$ cat config.mk
export PLATFORM = sky130hd
export DESIGN_NAME = cp_remove
export DESIGN_NICKNAME = d
export VERILOG_FILES = /design/src/rtl/cp_remove.sv
export SDC_FILE = /design/constraint.sdc
export NUM_CORES = 1
export LEC_CHECK = 0
export CORE_MARGIN = 4
export CORE_UTILIZATION = 39
export CTS_CLUSTER_SIZE = 16
export DETAILED_ROUTE_END_ITERATION = 8
export PLACE_DENSITY = 0.81
export SYNTH_ARGS = -nofsm -noshare
export SYNTH_HDL_FRONTEND = slang
export SYNTH_SLANG_ARGS = --single-unit
$ cat constraint.sdc
create_clock -name clk -period 1.4 [get_ports clk]
set_input_delay 0.35 -clock clk [delete_from_list [all_inputs] [get_ports clk]]
set_output_delay 0.35 -clock clk [all_outputs]
set_load 0.005 [all_outputs]
$ cat src/rtl/cp_remove.sv
// Purpose: receive-side cyclic-prefix removal; drops CP_LEN prefix samples, forwards N_FFT useful samples with fresh framing.
// Latency: 1 cycle from an accepted sample (en=1) to its output; all outputs registered.
// Backpressure: none; sample-strobe driven (en), sustains one sample per clock, en=0 freezes state and strobes.
//
// Ports:
//   clk, rst (async, active-low)
//   en, in_sop, in_i, in_q          : input sample stream, in_sop marks CP sample 0
//   out_i, out_q, valid_out         : useful samples, data held while valid_out=0
//   sop_out, eop_out                : first / last useful sample of a symbol
//   sync_err                        : in_sop seen while a symbol was still in progress
module cp_remove #(
    parameter int N_FFT  = 64,
    parameter int CP_LEN = 16,
    parameter int W      = 16
) (
    input  logic                clk,
    input  logic                rst,
    input  logic                en,
    input  logic                in_sop,
    input  logic signed [W-1:0] in_i,
    input  logic signed [W-1:0] in_q,
    output logic signed [W-1:0] out_i,
    output logic signed [W-1:0] out_q,
    output logic                valid_out,
    output logic                sop_out,
    output logic                eop_out,
    output logic                sync_err
);

    localparam int CW = $clog2(N_FFT);

    // Compare constants sized to the counter; CP_LEN < N_FFT so both fit.
    localparam logic [CW-1:0] CP_LAST  = CW'(CP_LEN - 1);
    localparam logic [CW-1:0] FFT_LAST = CW'(N_FFT - 1);
    localparam logic [CW-1:0] CNT_ONE  = CW'(1);

    typedef enum logic [1:0] {
        IDLE = 2'd0,
        SKIP = 2'd1,
        PASS = 2'd2
    } state_t;

    state_t          state_q, state_d;
    logic [CW-1:0]   cnt_q, cnt_d;

    logic signed [W-1:0] out_i_q, out_i_d;
    logic signed [W-1:0] out_q_q, out_q_d;
    logic                vld_q, vld_d;
    logic                sop_q, sop_d;
    logic                eop_q, eop_d;
    logic                err_q, err_d;

    // Next-state and registered-output logic
    always_comb begin
        state_d = state_q;
        cnt_d   = cnt_q;
        out_i_d = out_i_q;
        out_q_d = out_q_q;
        vld_d   = 1'b0;
        sop_d   = 1'b0;
        eop_d   = 1'b0;
        err_d   = 1'b0;

        if (en) begin
            if (in_sop) begin
                // A start pulse is always CP sample 0. Outside IDLE it means
                // the partial symbol is abandoned without an eop.
                err_d = (state_q != IDLE);
                if (CP_LEN == 1) begin
                    state_d = PASS;
                    cnt_d   = '0;
                end else begin
                    state_d = SKIP;
                    cnt_d   = CNT_ONE;
                end
            end else begin
                case (state_q)
                    IDLE: begin
                        // Samples with no symbol in progress are discarded.
                        state_d = IDLE;
                    end
                    SKIP: begin
                        if (cnt_q == CP_LAST) begin
                            state_d = PASS;
                            cnt_d   = '0;
                        end else begin
                            cnt_d = cnt_q + CNT_ONE;
                        end
                    end
                    PASS: begin
                        vld_d   = 1'b1;
                        out_i_d = in_i;
                        out_q_d = in_q;
                        sop_d   = (cnt_q == '0);
                        eop_d   = (cnt_q == FFT_LAST);
                        if (cnt_q == FFT_LAST) begin
                            state_d = IDLE;
                            cnt_d   = '0;
                        end else begin
                            cnt_d = cnt_q + CNT_ONE;
                        end
                    end
                    default: begin
                        state_d = IDLE;
                        cnt_d   = '0;
                    end
                endcase
            end
        end
    end

    always_ff @(posedge clk or negedge rst) begin
        if (!rst) begin
            state_q <= IDLE;
            cnt_q   <= '0;
            out_i_q <= '0;
            out_q_q <= '0;
            vld_q   <= 1'b0;
            sop_q   <= 1'b0;
            eop_q   <= 1'b0;
            err_q   <= 1'b0;
        end else begin
            state_q <= state_d;
            cnt_q   <= cnt_d;
            out_i_q <= out_i_d;
            out_q_q <= out_q_d;
            vld_q   <= vld_d;
            sop_q   <= sop_d;
            eop_q   <= eop_d;
            err_q   <= err_d;
        end
    end

    assign out_i     = out_i_q;
    assign out_q     = out_q_q;
    assign valid_out = vld_q;
    assign sop_out   = sop_q;
    assign eop_out   = eop_q;
    assign sync_err  = err_q;

endmodule

# Word-level counts from Yosys, hierarchy flattened
# Index checks and enable logic that the tools add are counted.
[word_totals]
reg_bits = 44
in_bits = 36
output_inout_bits = 36
word_cells = 42
[op_classes]
addsub = 1
eq_ne = 7
muxes = 19
n_bitwise = 1
reduce_logical = 6
[ops]
columns = ["op", "n"]
rows = [
  ["6-bit 2-to-1 mux", 3],
  ["6-bit case mux with 3 select lines", 1],
  ["1-bit 2-to-1 mux", 11],
  ["6-bit by 1-bit adder with 6-bit output (second input constant)", 1],
  ["6-bit by 4-bit equality test with 1-bit output (second input constant)", 1],
  ["6-bit equality test (second input constant)", 1],
  ["6-bit logical NOT", 1],
  ["2-bit 2-to-1 mux", 3],
  ["3-bit != test (second input constant)", 2],
  ["3-bit AND reduction", 2],
  ["2-bit case mux with 2 select lines", 1],
  ["2-bit by 1-bit equality test with 1-bit output (second input constant)", 1],
  ["2-bit equality test (second input constant)", 1],
  ["2-bit logical NOT", 1],
  ["2-bit != test (second input constant)", 1],
  ["2-bit AND reduction", 1],
  ["2-bit nonzero test", 1],
  ["1-bit NOT", 1],
]

# Logic depth before layout (Yosys ltp)
[depth]
ltp_word = 4
depth_mapped = 7
mapped_depth_nobuf = 6

# Worst setup path after synthesis
# No wires, ideal clock.
[synth_path]
kind = "register to register"
startpoint = "register state_q[1]"
endpoint = "register cnt_q[1]"
setup_ns = 0.122
arrival_ns = 1.377
required_time_ns = 1.278
path_slack_ns = -0.099
path_stages_with_launch = 7
period_less_slack_ns = 1.499
path_cell_list = "dfrtp_1 inv_1 ha_1 or2_2 o31ai_4 nor3_2 a32o_1"
[synth_via]
elab_chain_len = 3
word_cells_on_any_way = 7
cone_classes = "eq/ne (3); mux (2); reduce/logical (2)"
[synth_rtl]
columns = ["element", "line_no", "source"]
rows = [
  ["start: declaration", "43", "state_t state_q, state_d;"],
  ["start signal: assignment", "123", "state_q <= state_d;"],
  ["2-bit equality test (tied with other cells)", "77", "case (state_q)"],
  ["6-bit case mux with 3 select lines or 2-bit != test (tied branches)", "n/a", ""],
  ["6-bit 2-to-1 mux or 2-bit AND reduction (tied branches)", "n/a", ""],
  ["end signal: assignment", "124", "cnt_q <= cnt_d;"],
  ["end: declaration", "44", "logic [CW-1:0] cnt_q, cnt_d;"],
]
# Parallel ways exist; a longest one is shown, timed or not.
# A chain may end at the register's enable or synchronous reset.

# Final worst setup path
[layout_path]
startpoint = "register state_q[1]"
endpoint = "register cnt_q[3]"
# Same word-level chain as after synthesis.

==> results.toml <==
[layout]
multi_input_area_um2 = 885.9
drive_gt1_frac = 0.2390
fin_area_um2 = 3287
fill_cells = 376
antenna_cells = 0
area_delta_synth_final_pct = 72.26
final_cells = 385
fin_nets = 359
register_area_um2 = 1101

[placement]
gp_congestion = 0.8528
pre_cts_ws_ns = -0.3639
dp_hpwl_um = 3466
portBuffers = 71
place_area_um2 = 2944
dp.cells = 361

[worst_setup_path]
max_stage_delay_ns = 0.39
cpLargestDelayFamily = "compound AO/OA/AOI/OAI gates"
crit_buf_inv = 3
worstPathRequired_ns = 1.58
critPathLaunchType = "flip-flop"
critical_path.slowest_cell = "dfrtp_1"
worst-path-max-fanout = 4
critPathCaptureType = "flip-flop"
cp_cell_sequence = "inv_2, ha_4, buf_12, o31ai_4, buf_4, nor3_2, a22o_2"
critPathArrivalTime_ns = 1.76
path_class = "flip-flop to flip-flop"

[outcome]
violations = "negative setup slack"
outcome = "finished, violations left"

[logic_synthesis]
synth-compound-area-share = 0.07541
synth_top_family_by_area = "simple AND/OR/NAND/NOR gates"
synth_fp_nets = 243
ys_types = 33
ys_seq_elements = 44
synth_adder_area_share = 0.03279
yosys_warnings = 0
synth.avg_cell_area_um2 = 9.446
post_synth_xor_area_fraction = 0
ys_seq_area_frac = 0.5770
synth_area_um2 = 1908
yosys.area_share.simple = 0.2793
synthCells = 202
synth_mux_area_frac = 0.005246

[timing]
relSlewSlack = 0.7902
worstMarginPinSlew_ns = 0.3138
maxClockFrequency_ghz = 0.6306
setup_tns_ns = -3.301
setup_viol = 41
finalWorstSetupSlack_ns = -0.1858
rsz0062_at_grt = "yes"
final.period_utilization = 1.133
hold_viol = 0
fin_crit_ns = 1.586
fin_skew_ns = 0.002821
maxSlewViolCount = 0

[global_routing]
grt_pass1_wl_um = 8480
overflow = 0
grt_max_degree = 45
grt_pass1_vias = 1792
antenna_found_initial = 0
grt_usage = 0.1765

[floorplan]
io_pins = 72
die_h_um = 77.95
start_util = 0.4040
dieWidth_um = 77.95
core_um2 = 4723
dieArea_um2 = 6075
rows = 25

[clocking]
cts_hold_buf = 0
clkLatencyLatePin_ns = 0.29
htreeDepth = 2
cts_tree = "done"
cts_root_buf = "clkbuf_8"
path_clk_slew_ns = 0.08
clock-sinks = 44
cts_max_path_buffers = 2
cts-buffers-inserted = 5

[routing]
drtAntennaViolNets = 0
drc = 0
drt_iter0_drc = 38
post_drt_wl_per_cell_um = 13.09
finalWirelength_um = 5041
viasPerCell = 4.618
via_count = 1778
dr.pass1.iters = 4

[pwr]
ir_drop_v = 0.0006454
power_leakage_uw = 0.001759
power_density_nw_per_um2 = 982.1

[flow_run]
drv_cap = 0

[hold_path]
hold_class = "primary input to asynchronous set/reset pin"
sequential cells by signal (all words and copies together) (netlist names):
signal     count
out_i         16
state_q        2
cnt_q          6
valid_out      1
sop_out        1
sync_err       1
eop_out        1
out_q         16
layout make-up:
cell class	count	area share
Sequential cell	44	0.3350
Tap cell	67	0.02550
Timing Repair Buffer	116	0.3357
Clock inverter	2	0.003807
Clock buffer	5	0.02094
Multi-Input combinational cell	144	0.2695
Inverter	7	0.009517
metal layers:
metal,vias up,GRT usage,part of all wire
met4,0,0.04720,0.013
met5,-,0,0
met1,823,0.2211,0.42
met2,61,0.3014,0.50
li1,886,-,-
met3,8,0.04640,0.070
path summary, 6_finish.rpt:
| check | startpoint | endpoint | slack, ns | depth (start not counted) |
|---|---|---|---|---|
| worst max-delay path | state_q[1]$_DFFE_PN0P_ | cnt_q[3]$_DFFE_PN0P_ | -0.19 | 7 |
| worst min-delay path | rst | out_q[7]$_DFFE_PN0P_ | 0.02 | 2 |
| worst max register to register | state_q[1]$_DFFE_PN0P_ | cnt_q[3]$_DFFE_PN0P_ | -0.19 | 7 |
| worst min register to register | out_q[10]$_DFFE_PN0P_ | out_q[10]$_DFFE_PN0P_ | 0.47 | 2 |
| max in group asynchronous | rst | out_q[0]$_DFFE_PN0P_ | 1.17 | 2 |
| min in group clk | out_q[10]$_DFFE_PN0P_ | out_q[10]$_DFFE_PN0P_ | 0.47 | 2 |
cell usage in the layout (no fill, tap or decap), drive strengths merged:
master          n
a21boi          1
nor3            4
a32o            2
nand3           3
or2             1
o31ai           2
a22o            3
nand2b          1
clkbuf          5
bufbuf          1
nand2          98
nor3b           2
nand3b          1
o21ai           4
nor4            2
ha              5
clkinv          2
mux2i           1
inv             6
dfrtp          44
clkinvlp        1
nor2            3
and2            1
buf            45
dlygate4sd2    36
nor2b           2
a21oi           1
clkdlybuf4s50  34
and3            3
o41ai           3
a41oi           1
logic make-up (layout without fill, tap and decap cells):
family	after synthesis	count (layout)
adders and majority gates	5	5
and+or+nand+nor	121	121
AOI/OAI and AO/OA	17	17
buffers and inverters	14	130
muxes	1	1
DFF	44	44
per-stage QoR:
stage	util	hold WS [ns]	power [uW]
final	0.6959	0.02422	3228
after global routing	0.6959	0.02979	3443
after CTS	0.6784	0.02775	3211
after detailed placement	0.6233	0.3472	2420
after global placement	0.6233	0.3459	2390
after floorplan	-	0.05441	1841
cells in the mapped netlist (all sizes together):
master / n / share of area
and3: 3 / 0.010
nor3: 4 / 0.013
nor3b: 2 / 0.0079
nand3: 3 / 0.014
nor4: 2 / 0.014
and2: 1 / 0.0033
o31ai: 2 / 0.015
mux2i: 1 / 0.0052
or2: 1 / 0.0033
a41oi: 1 / 0.0046
inv: 6 / 0.012
o21ai: 4 / 0.010
a32o: 2 / 0.010
nor2: 3 / 0.0059
a21oi: 1 / 0.0026
nand2b: 1 / 0.0033
ha: 5 / 0.033
a22o: 3 / 0.014
clkinv: 1 / 0.0020
clkbuf: 3 / 0.0059
buf: 4 / 0.010
a21boi: 1 / 0.0039
dfrtp: 44 / 0.58
nand2: 98 / 0.19
nand3b: 1 / 0.0039
o41ai: 3 / 0.014
nor2b: 2 / 0.0066
where the power goes:
group	switching, uW	internal (uW)	total, uW	leakage [uW]
Combinational	397	565	961	0.00113
Clock	402	338	739	0.0000400
Sequential	92.3	1440	1530	0.000589
Total	891	2340	3230	0.00176
repair_timing:
| item | 4_1_cts | 5_1_grt |
|---|---|---|
| buffers inserted | 11 | 6 |
| resized for setup | 57 | 8 |
| cloned | 1 | 0 |
| setup endpoints to repair | 77 | 41 |
| pin swaps | 6 | 8 |
Note: power is estimated with default switching activity, not from simulation.
